[src/rtl/op_imm_pipe.sv]
// Two-stage OP-IMM / OP-IMM-32 execute unit with valid/ready backpressure and flush.
// S1 registers the decoded operands; S2 registers the computed result and illegal flag.
module op_imm_pipe #(
    parameter int XLEN  = 32,
    parameter int TAG_W = 5
) (
    input  logic             clk,
    input  logic             rst,
    input  logic             flush,
    input  logic             in_valid,
    output logic             in_ready,
    input  logic [6:0]       in_opcode,
    input  logic [2:0]       in_funct3,
    input  logic [11:0]      in_imm,
    input  logic [XLEN-1:0]  in_rs1,
    input  logic [TAG_W-1:0] in_tag,
    output logic             out_valid,
    input  logic             out_ready,
    output logic [XLEN-1:0]  out_result,
    output logic [TAG_W-1:0] out_tag,
    output logic             out_illegal
);

    localparam int         SH        = (XLEN == 64) ? 6 : 5;
    localparam logic [6:0] OP_IMM    = 7'b0010011;
    localparam logic [6:0] OP_IMM_32 = 7'b0011011;
    localparam logic [11-SH:0] SRA_UP = {1'b0, 1'b1, {(10-SH){1'b0}}};

    logic             s1_valid_q, s1_valid_d;
    logic [6:0]       s1_opcode_q, s1_opcode_d;
    logic [2:0]       s1_funct3_q, s1_funct3_d;
    logic [11:0]      s1_imm_q, s1_imm_d;
    logic [XLEN-1:0]  s1_simm_q, s1_simm_d;
    logic [XLEN-1:0]  s1_rs1_q, s1_rs1_d;
    logic [TAG_W-1:0] s1_tag_q, s1_tag_d;

    logic             out_valid_q, out_valid_d;
    logic [XLEN-1:0]  out_result_q, out_result_d;
    logic [TAG_W-1:0] out_tag_q, out_tag_d;
    logic             out_illegal_q, out_illegal_d;

    logic             s2_ready, accept, s1_adv;
    logic [XLEN-1:0]  exe_res;
    logic             exe_ill;
    logic [11-SH:0]   up_bits;
    logic [SH-1:0]    shamt;
    logic [31:0]      w_res;

    assign s2_ready = !out_valid_q || out_ready;
    assign in_ready = (!s1_valid_q || s2_ready) && !flush;
    assign accept   = in_valid && in_ready;
    assign s1_adv   = s1_valid_q && s2_ready;

    assign up_bits = s1_imm_q[11:SH];
    assign shamt   = s1_imm_q[SH-1:0];

    always_comb begin
        exe_res = '0;
        exe_ill = 1'b0;
        w_res   = '0;
        case (s1_opcode_q)
            OP_IMM: begin
                case (s1_funct3_q)
                    3'b000: exe_res = s1_rs1_q + s1_simm_q;
                    3'b010: exe_res = XLEN'($signed(s1_rs1_q) < $signed(s1_simm_q));
                    3'b011: exe_res = XLEN'(s1_rs1_q < s1_simm_q);
                    3'b100: exe_res = s1_rs1_q ^ s1_simm_q;
                    3'b110: exe_res = s1_rs1_q | s1_simm_q;
                    3'b111: exe_res = s1_rs1_q & s1_simm_q;
                    3'b001: begin
                        if (up_bits == '0) exe_res = s1_rs1_q << shamt;
                        else               exe_ill = 1'b1;
                    end
                    default: begin
                        if (up_bits == '0)         exe_res = s1_rs1_q >> shamt;
                        else if (up_bits == SRA_UP) exe_res = $signed(s1_rs1_q) >>> shamt;
                        else                        exe_ill = 1'b1;
                    end
                endcase
            end
            OP_IMM_32: begin
                // Word ops exist only on the 64-bit datapath.
                if (XLEN != 64) begin
                    exe_ill = 1'b1;
                end else begin
                    case (s1_funct3_q)
                        3'b000: w_res = s1_rs1_q[31:0] + s1_simm_q[31:0];
                        3'b001: begin
                            if (s1_imm_q[11:5] == 7'b0000000) w_res = s1_rs1_q[31:0] << s1_imm_q[4:0];
                            else                              exe_ill = 1'b1;
                        end
                        3'b101: begin
                            if (s1_imm_q[11:5] == 7'b0000000)
                                w_res = s1_rs1_q[31:0] >> s1_imm_q[4:0];
                            else if (s1_imm_q[11:5] == 7'b0100000)
                                w_res = $signed(s1_rs1_q[31:0]) >>> s1_imm_q[4:0];
                            else
                                exe_ill = 1'b1;
                        end
                        default: exe_ill = 1'b1;
                    endcase
                    exe_res = XLEN'($signed(w_res));
                end
            end
            default: exe_ill = 1'b1;
        endcase
        if (exe_ill) exe_res = '0;
    end

    always_comb begin
        s1_valid_d  = s1_valid_q;
        s1_opcode_d = s1_opcode_q;
        s1_funct3_d = s1_funct3_q;
        s1_imm_d    = s1_imm_q;
        s1_simm_d   = s1_simm_q;
        s1_rs1_d    = s1_rs1_q;
        s1_tag_d    = s1_tag_q;
        if (accept) begin
            s1_opcode_d = in_opcode;
            s1_funct3_d = in_funct3;
            s1_imm_d    = in_imm;
            s1_simm_d   = XLEN'($signed(in_imm));
            s1_rs1_d    = in_rs1;
            s1_tag_d    = in_tag;
        end
        if (flush)       s1_valid_d = 1'b0;
        else if (accept) s1_valid_d = 1'b1;
        else if (s1_adv) s1_valid_d = 1'b0;
    end

    always_comb begin
        out_valid_d   = out_valid_q;
        out_result_d  = out_result_q;
        out_tag_d     = out_tag_q;
        out_illegal_d = out_illegal_q;
        if (s1_adv) begin
            out_result_d  = exe_res;
            out_tag_d     = s1_tag_q;
            out_illegal_d = exe_ill;
        end
        if (flush)          out_valid_d = 1'b0;
        else if (s1_adv)    out_valid_d = 1'b1;
        else if (out_ready) out_valid_d = 1'b0;
    end

    always_ff @(posedge clk or posedge rst) begin
        if (rst) begin
            s1_valid_q    <= 1'b0;
            s1_opcode_q   <= '0;
            s1_funct3_q   <= '0;
            s1_imm_q      <= '0;
            s1_simm_q     <= '0;
            s1_rs1_q      <= '0;
            s1_tag_q      <= '0;
            out_valid_q   <= 1'b0;
            out_result_q  <= '0;
            out_tag_q     <= '0;
            out_illegal_q <= 1'b0;
        end else begin
            s1_valid_q    <= s1_valid_d;
            s1_opcode_q   <= s1_opcode_d;
            s1_funct3_q   <= s1_funct3_d;
            s1_imm_q      <= s1_imm_d;
            s1_simm_q     <= s1_simm_d;
            s1_rs1_q      <= s1_rs1_d;
            s1_tag_q      <= s1_tag_d;
            out_valid_q   <= out_valid_d;
            out_result_q  <= out_result_d;
            out_tag_q     <= out_tag_d;
            out_illegal_q <= out_illegal_d;
        end
    end

    assign out_valid   = out_valid_q;
    assign out_result  = out_result_q;
    assign out_tag     = out_tag_q;
    assign out_illegal = out_illegal_q;

endmodule

[config.mk]
export PLATFORM = sky130hd
export DESIGN_NAME = op_imm_pipe
export DESIGN_NICKNAME = d
export VERILOG_FILES = /design/src/rtl/op_imm_pipe.sv
export SDC_FILE = /design/constraint.sdc
export NUM_CORES = 1
export LEC_CHECK = 0
export ABC_AREA = 1
export BUFFER_PORTS_ARGS = -buffer_cell sky130_fd_sc_hd__buf_4
export CAP_MARGIN = 10
export CELL_PAD_IN_SITES_DETAIL_PLACEMENT = 0
export CELL_PAD_IN_SITES_GLOBAL_PLACEMENT = 2
export CORE_MARGIN = 5
export CORE_UTILIZATION = 35
export DETAILED_ROUTE_END_ITERATION = 8
export HOLD_SLACK_MARGIN = 0.12
export PLACE_DENSITY_LB_ADDON = 0.1
export SKIP_LAST_GASP = 1
export SYNTH_ARGS = -nofsm -noshare
export SYNTH_HDL_FRONTEND = slang
export SYNTH_SLANG_ARGS = --single-unit
[constraint.sdc]
create_clock -name clk -period 7.1 [get_ports clk]
set_input_delay 1.42 -clock clk [delete_from_list [all_inputs] [get_ports clk]]
set_output_delay 1.42 -clock clk [all_outputs]
set_load 0.05 [all_outputs]
# Word level (Yosys, flattened, before mapping)
# Index checks and enable logic that the tools add are counted.
[classes] addsub=1 order_cmp=2 n_eq_ne=8 n_shift=3 muxes=17 n_bitwise=3 reduce_logical=13
[op_table] cell="$pmux W32 S7" n=1
[op_table] cell="$mux W32" n=5
[op_table] cell="$add A32 B32 Y32" n=1
[op_table] cell="$and A32 B32 Y32" n=1
[op_table] cell="$lt A32 B12 Y1" n=1
[op_table] cell="$lt A32 B32 Y1" n=1
[op_table] cell="$or A32 B32 Y32" n=1
[op_table] cell="$shl A32 B5 Y32" n=1
[op_table] cell="$shr A32 B5 Y32" n=1
[op_table] cell="$sshr A32 B5 Y32" n=1
[op_table] cell="$xor A32 B32 Y32" n=1
[op_table] cell="$mux W1" n=10
[op_table] cell="$eq A3 B3 Y1 const B" n=3
[op_table] cell="$eq A7 B5 Y1 const B" n=1
[op_table] cell="$eq A7 B6 Y1 const B" n=1
[op_table] cell="$logic_not A7 Y1" n=1
[op_table] cell="$eq A3 B2 Y1 const B" n=2
[op_table] cell="$reduce_bool A3 Y1" n=2
[op_table] cell="$reduce_or A6 Y1" n=1
[op_table] cell="$eq A3 B1 Y1 const B" n=1
[op_table] cell="$logic_and A1 B1 Y1" n=3
[op_table] cell="$logic_not A1 Y1" n=3
[op_table] cell="$logic_not A3 Y1" n=1
[op_table] cell="$logic_or A1 B1 Y1" n=2
[op_table] cell="$pmux W1 S2" n=1
[totals] ff_bits=111 inputBits=64 output_inout_bits=40 word_cells=58

# Logic depth before layout (Yosys ltp)
# Gate-level depths: netlist (run 1).
[depth] word_depth=7 mapped_depth=20 mapped_depth_nobuf=17

# Worst setup path after synthesis (run 1)
# OpenSTA, ideal clock, no wires.
[synth_timing] path_type="input-to-output" startpoint="input port out_ready" endpoint="output port in_ready" arrival_ns=1.935 required_time_ns=5.680 slack_ns=3.745 stages=4 path_buffers=0 cell_sequence="inv_1 nand2_1 o21ai_0 inv_1"
[synth_via] elab_chain_cells=3
[synth_lines] element="from (decl)" line="18" text="input logic out_ready,"
[synth_lines] element="$logic_or A1 B1 Y1" line="49" text="assign s2_ready = !out_valid_q || out_ready;"
[synth_lines] element="$logic_or A1 B1 Y1" line="50" text="assign in_ready = (!s1_valid_q || s2_ready) && !flush;"
[synth_lines] element="$logic_and A1 B1 Y1" line="50"
[synth_lines] element="to (decl)" line="11" text="output logic in_ready,"
# Every way passes these cells.

==> impl_metrics.yaml, run 1 <==
clock_network:
  cts_max_path_buffers: 2
  path_clk_slew_ns: 0.09
  cts_tree: "done"
  htree_levels: 3
  post_cts_resized: 0
  hold_buffers: 0
  post_cts_buffers: 0
  clock-sinks: 99
  cts_buffers: 9
  worstSkewPairLatency_ns: 0.39
  cts_root_buf: "clkbuf_16"
route:
  route.detailed.drc: 0
  top_layer: "met4"
  drt_iter0_drc: 1491
  routed_wl_um: 57490
  dr_wl_met3_um: 3570
  vias: 13870
  first_pass_iters: 6
  vias_per_cell: 5.549
  drt-wirelength-per-cell_um: 23.00
  wl_met2_um: 25520
  detail-route-antenna-nets: 0
  wl_met1_um: 26510
critical_path:
  endpoint_kind: "register"
  crit_chain: "inv_2 > nand2_1 > nor2_2 > nand2_2 > nor2_4 > nand3_4 > inv_2 > nand3_1 > nand2_1 > nor2_1 > o21ai_1 > nand2_1 > nand2_1"
  path_max_fanout: 44
  worstSetupStartpoint: "s1_simm_q[11]$_DFFE_PP0P_"
  r2r-start: "s1_simm_q[11]$_DFFE_PP0P_"
  max_stage_delay_ns: 0.66
  rr_endpoint: "out_result[7]$_DFFE_PP0P_"
  worstSetupPathType: "reg2reg"
  crit_cells: 13
  regToRegSetupSlack_ns: 3.50
  crit_buf_inv: 2
  crit_end: "out_result[7]$_DFFE_PP0P_"
  path_common_cell: "nand2_1"
  cp-start-kind: "register"
  cp_slowest_cell: "inv_2"
  cp.arrival_ns: 3.92
  r2r_cells: 13
  required_ns: 7.43
  crit_family: "simple AND/OR/NAND/NOR gates"
timing:
  setup_viol: 0
  slew_headroom: 0.3097
  timing.fmax_mhz: 278.2
  fin_worst_skew_ns: 0.01679
  rsz0062_at_grt: "false"
  finalWorstSetupSlack_ns: 3.505
  report.final.slew_viol_count: 0
  fin_setup_tns_ns: 0
  min_period_ns: 3.595
  timing.final.crit_share: 0.5063
  max_slew.worst_pin.slew_ns: 1.029
  finalHoldViolations: 0
placed_design:
  place_ws_ns: 3.561
  placed_area_mm2: 0.01293
  portBuffers: 103
  gp_congestion: 0.9573
  dpl.hpwl_um: 45240
logic_synthesis:
  ys_async_sr_fraction: 1.000
  syn_inst: 2018
  synthFlopType: "dfrtp_1"
  synth_seq_area_share: 0.2063
  synth_nets: 2180
  synth_warnings: 0
  yosysUniqueCellTypes: 52
  synth_edf_count: 0
  synth-seq-cells: 99
  syn_area_per_cell_um2: 5.951
  synth_area_mm2: 0.01201
global_route:
  grt_start_max_net_pins: 78
  grt_pass1_vias: 13030
  grt_overflow_total: 0
  antenna_found_initial: 0
  grt_pass1_wl_um: 85480
  grt_util_all_layers: 0.2931
floorplan:
  die_width_um: 195.2
  die_area_mm2: 0.03812
  start_util: 0.3564
  ios: 104
  rows: 67
  core_mm2: 0.03370
  die_h_um: 195.2
finish:
  final_common_cell: "nand2_1"
  finalInstanceArea_mm2: 0.01325
  drive_gt1_frac: 0.09069
  nNetsFinal: 2208
  fin_util: 0.3930
  fillers: 3897
  seq_area_mm2: 0.002481
  syn2layout_area_growth_pct: 10.29
  diodes: 0
  multi_input_area_mm2: 0.008252
  layout_common_cells: "nand2_1 (646), nand3_1 (320), nor2_1 (178)"
job:
  cap_violations: 0
power:
  powerDensity_mw_per_mm2: 228.3
  irDropWorstVdd_uv: 135.9
  p_leak_nw: 6.936
run_status:
  status: "complete, no violations"
hold_path:
  hp-class: "reg2reg"
cells in the mapped netlist (all sizes together), types with 4 or more instances:
library cell  count  area [um^2]
a211oi            8        60.06
a21oi           136        680.7
a221oi           17        148.9
and2             15        93.84
buf              77        446.7
clkbuf           24        93.84
dfrtp            99         2477
ha               97         1214
inv             195        734.4
mux2              9        101.4
nand2           652         2460
nand3           323         1647
nand4            17        106.4
nor2            185        736.9
nor3             12        65.06
o211ai           15        112.6
o21a              7        52.55
o21ai            78        394.1
o21bai            8        60.06
o22ai            13        81.33
or2               4        25.03
state kept, by name, indices dropped and copies added, names as in the netlist:
signal,cells
out_illegal,1
out_result,32
out_tag,5
out_valid,1
s1_funct3_q,3
s1_opcode_q,7
s1_rs1_q,32
s1_simm_q,12
s1_tag_q,5
s1_valid_q,1
power by group:
group | leakage (nW) | switching, mW | internal (mW)
logic | 5.59 | 1.26 | 0.509
clock network | 0.152 | 0.295 | 0.254
registers | 1.19 | 0.0852 | 0.617
total | 6.94 | 1.64 | 1.38
cells by family (layout without fill, tap and decap cells):
logic type                 Yosys count  after routing  synth area share
AOI/OAI and AO/OA                  293            293            0.1404
adders and majority gates           98             98            0.1027
buffers and inverters              299            332            0.1072
DFF                                 99             99            0.2063
muxes                               12             12           0.01094
and+or+nand+nor                   1217           1217            0.4324
worst register-to-register path: cells and delay by family, from the launching register on:
family	cells	cell delay, ns
buffers and inverters	2	1.11
and+or+nand+nor	10	1.94
DFF	1	0.39
AOI/OAI and AO/OA	1	0.09
per-layer routing:
metal | vias up | global-route usage
li1 | 6674 | -
met1 | 6585 | 0.4196
met2 | 539 | 0.4619
met3 | 69 | 0.03515
met4 | 0 | 0.09180
met5 | - | 0
cell type report:
cell class	count	share of cell area
multi-input combinational	1620	0.6230
sequential	99	0.1873
timing repair buffer	118	0.06688
inverter	198	0.05658
tap	448	0.04232
clock buffer	9	0.01700
clock inverter	7	0.006896
how the worst min path moves through the flow:
stage,from,slack [ns],depth (start not counted),endpoint
after floorplan,s1_tag_q[0]$_DFFE_PP0P_,0.44,2,out_tag[0]$_DFFE_PP0P_
after global placement,out_result[28]$_DFFE_PP0P_,0.46,2,out_result[28]$_DFFE_PP0P_
after detailed placement,s1_tag_q[3]$_DFFE_PP0P_,0.46,2,out_tag[3]$_DFFE_PP0P_
after CTS,s1_tag_q[3]$_DFFE_PP0P_,0.48,2,out_tag[3]$_DFFE_PP0P_
after global routing,out_result[24]$_DFFE_PP0P_,0.51,2,out_result[24]$_DFFE_PP0P_
final,s1_tag_q[0]$_DFFE_PP0P_,0.48,2,out_tag[0]$_DFFE_PP0P_
per-stage QoR:
| stage | power [mW] | hold WS, ns | std cells |
|---|---|---|---|
| floorplan | 1.872 | 0.4364 | 2018 |
| global placement | 2.458 | 0.4639 | 2483 |
| detailed placement | 2.448 | 0.4628 | 2483 |
| CTS | 3.008 | 0.4844 | 2499 |
| global route | 3.226 | 0.5106 | 2499 |
| finish | 3.024 | 0.4773 | 2499 |
Note: power is estimated with default switching activity, not from simulation.
==> run 2, diff against run 1 <==
Settings changed: CORE_UTILIZATION 35 to 33.
Clock period 7.1 ns to 3.6 ns, I/O delays scaled along.
==> impl_metrics.yaml, run 2 (synthesis results as in run 1) <==
critical_path:
  worstSetupPathType: "reg2reg"
  crit_buf_inv: 3
  regToRegSetupSlack_ns: 0.43
  cp_slowest_cell: "inv_2"
  r2r-start: "s1_simm_q[11]$_DFFE_PP0P_"
  endpoint_kind: "register"
  max_stage_delay_ns: 0.46
  path_common_cell: "nand3_1"
  rr_endpoint: "out_result[20]$_DFFE_PP0P_"
  crit_family: "simple AND/OR/NAND/NOR gates"
  crit_chain: "inv_2 > buf_4 > ha_1 > nand2_1 > nor2_1 > inv_1 > nor2_1 > nand3_1 > nand3_1 > nand2_1 > nand3_1 > nand3_1 > nand3_1 > nand2_1"
  r2r_cells: 14
  required_ns: 3.87
  path_max_fanout: 26
  cp.arrival_ns: 3.44
  cp-start-kind: "register"
hold_path:
  worst_hold_path.endpoint: "out_tag[1]$_DFFE_PP0P_"
  min_from: "s1_tag_q[1]$_DFFE_PP0P_"
  whs_path_depth: 2
  hp-class: "reg2reg"
power:
  p_leak_nw: 7.018
  powerDensity_mw_per_mm2: 452.3
  p_comb_frac: 0.589
  seqPwrFrac: 0.227
  swShare: 0.5384
  power_frac_clock: 0.184
  irDropWorstVdd_uv: 281.8
  intPower_mw: 2.797
  power.switching_mw: 3.262
  power_mw: 6.059
global_route:
  antenna_found_initial: 1
  met2_usage: 0.4331
  grt_pass1_wl_um: 87000
  grt_util_met3: 0.03183
  grt_start_max_net_pins: 75
  grt_util_all_layers: 0.2820
  grt_pass1_vias: 13000
  grt.met1_usage: 0.4190
  grt_busiest_layer: "met2"
  grt_overflow_total: 0
finish:
  syn2layout_area_growth_pct: 11.54
  nNetsFinal: 2225
  diodes: 0
  fin_util: 0.3748
  layout_common_cells: "nand2_1 (646), nand3_1 (320), nor2_1 (178)"
  final_common_cell: "nand2_1"
  finalInstanceArea_mm2: 0.01340
  drive_gt1_frac: 0.09816
route:
  drt_iter0_drc: 1586
  route.detailed.drc: 0
  detail-route-antenna-nets: 0
  vias: 13730
  first_pass_iters: 6
  drt-wirelength-per-cell_um: 23.05
  vias_per_cell: 5.430
  routed_wl_um: 58280
timing:
  finalWorstSetupSlack_ns: 0.4260
  slew_headroom: 0.2831
  min_period_ns: 3.174
  finalHoldViolations: 0
  rsz0062_at_grt: "false"
  timing.fmax_mhz: 315.1
  fin_setup_tns_ns: 0
  timing.final.crit_share: 0.8817
  fin_worst_skew_ns: 0.01939
  report.final.slew_viol_count: 0
  max_slew.worst_pin.slew_ns: 1.075
  setup_viol: 0
clock_network:
  htree_levels: 3
  cts_tree: "done"
  cts_root_buf: "clkbuf_16"
  worstSkewPairLatency_ns: 0.39
  post_cts_buffers: 0
  post_cts_resized: 0
  hold_buffers: 0
  path_clk_slew_ns: 0.08
  clock-sinks: 99
  cts_max_path_buffers: 2
  cts_buffers: 9
placed_design:
  dpl.hpwl_um: 46080
  placed_area_mm2: 0.01309
  gp_congestion: 0.9587
  place_ws_ns: 0.4634
  portBuffers: 103
floorplan:
  die_h_um: 200.8
  start_util: 0.3360
  rows: 69
  die_area_mm2: 0.04031
  core_mm2: 0.03574
  ios: 104
  die_width_um: 200.8
job:
  cap_violations: 0
run_status:
  status: "complete, no violations"
-- run 2: cell types whose count changed in the layout (fill, tap and decap cells not counted), sizes merged --
| cell | delta |
|---|---|
| clkinvlp | +2 |
| buf | +17 |
| clkinv | -3 |
| bufinv | +1 |
-- run 2: stage by stage --
stage                     std cells  hold WS [ns]
after floorplan                2018        0.4364
after global placement         2513        0.4483
after detailed placement       2513        0.4587
after CTS                      2529        0.4791
after global routing           2529        0.4936
final                          2529        0.4743
-- run 2: per-layer routing --
layer | wire, um | vias up
met5 | 12 | -
met4 | 1693 | 2
met3 | 3409 | 68
met2 | 25280 | 527
met1 | 27890 | 6430
li1 | - | 6706
-- run 2: how the worst max path moves through the flow --
stage,start,end,slack [ns],depth (start not counted)
5_1_grt,s1_simm_q[11]$_DFFE_PP0P_,out_result[30]$_DFFE_PP0P_,0.19,14
6_report,s1_simm_q[11]$_DFFE_PP0P_,out_result[20]$_DFFE_PP0P_,0.43,14
3_3_place_gp,s1_simm_q[11]$_DFFE_PP0P_,out_result[30]$_DFFE_PP0P_,0.34,14
2_1_floorplan,rst,out_illegal$_DFFE_PP0P_,0.29,1
3_5_place_dp,s1_simm_q[11]$_DFFE_PP0P_,out_result[30]$_DFFE_PP0P_,0.46,14
4_1_cts,s1_simm_q[11]$_DFFE_PP0P_,out_result[20]$_DFFE_PP0P_,0.44,14
-- run 2: power by group through the flow --
stage                     Combinational [mW]  Clock, mW  Sequential, mW
final                                   3.57       1.12            1.37
after global routing                    3.93       1.17            1.39
after CTS                               3.52       1.14            1.38
after detailed placement                3.50          0            1.40
after global placement                  3.54          0            1.39
after floorplan                         2.32          0            1.38
-- run 2: cell type report --
class                           count  area [um^2]
Multi-Input combinational cell   1620         8252
Fill cell                        4094        22350
Clock inverter                      7        85.08
Sequential cell                    99         2481
Tap cell                          461        576.8
Timing Repair Buffer              135         1026
Clock buffer                        9        225.2
Inverter                          198        749.5
-- run 2: worst register-to-register path: stages, from the launching register on --
cell and delay [ns]:
dfrtp_1 0.39, inv_2 0.46, buf_4 0.29, ha_1 0.31, nand2_1 0.19, nor2_1 0.23, inv_1 0.14, nor2_1 0.19
nand3_1 0.20, nand3_1 0.13, nand2_1 0.05, nand3_1 0.08, nand3_1 0.19, nand3_1 0.13, nand2_1 0.06
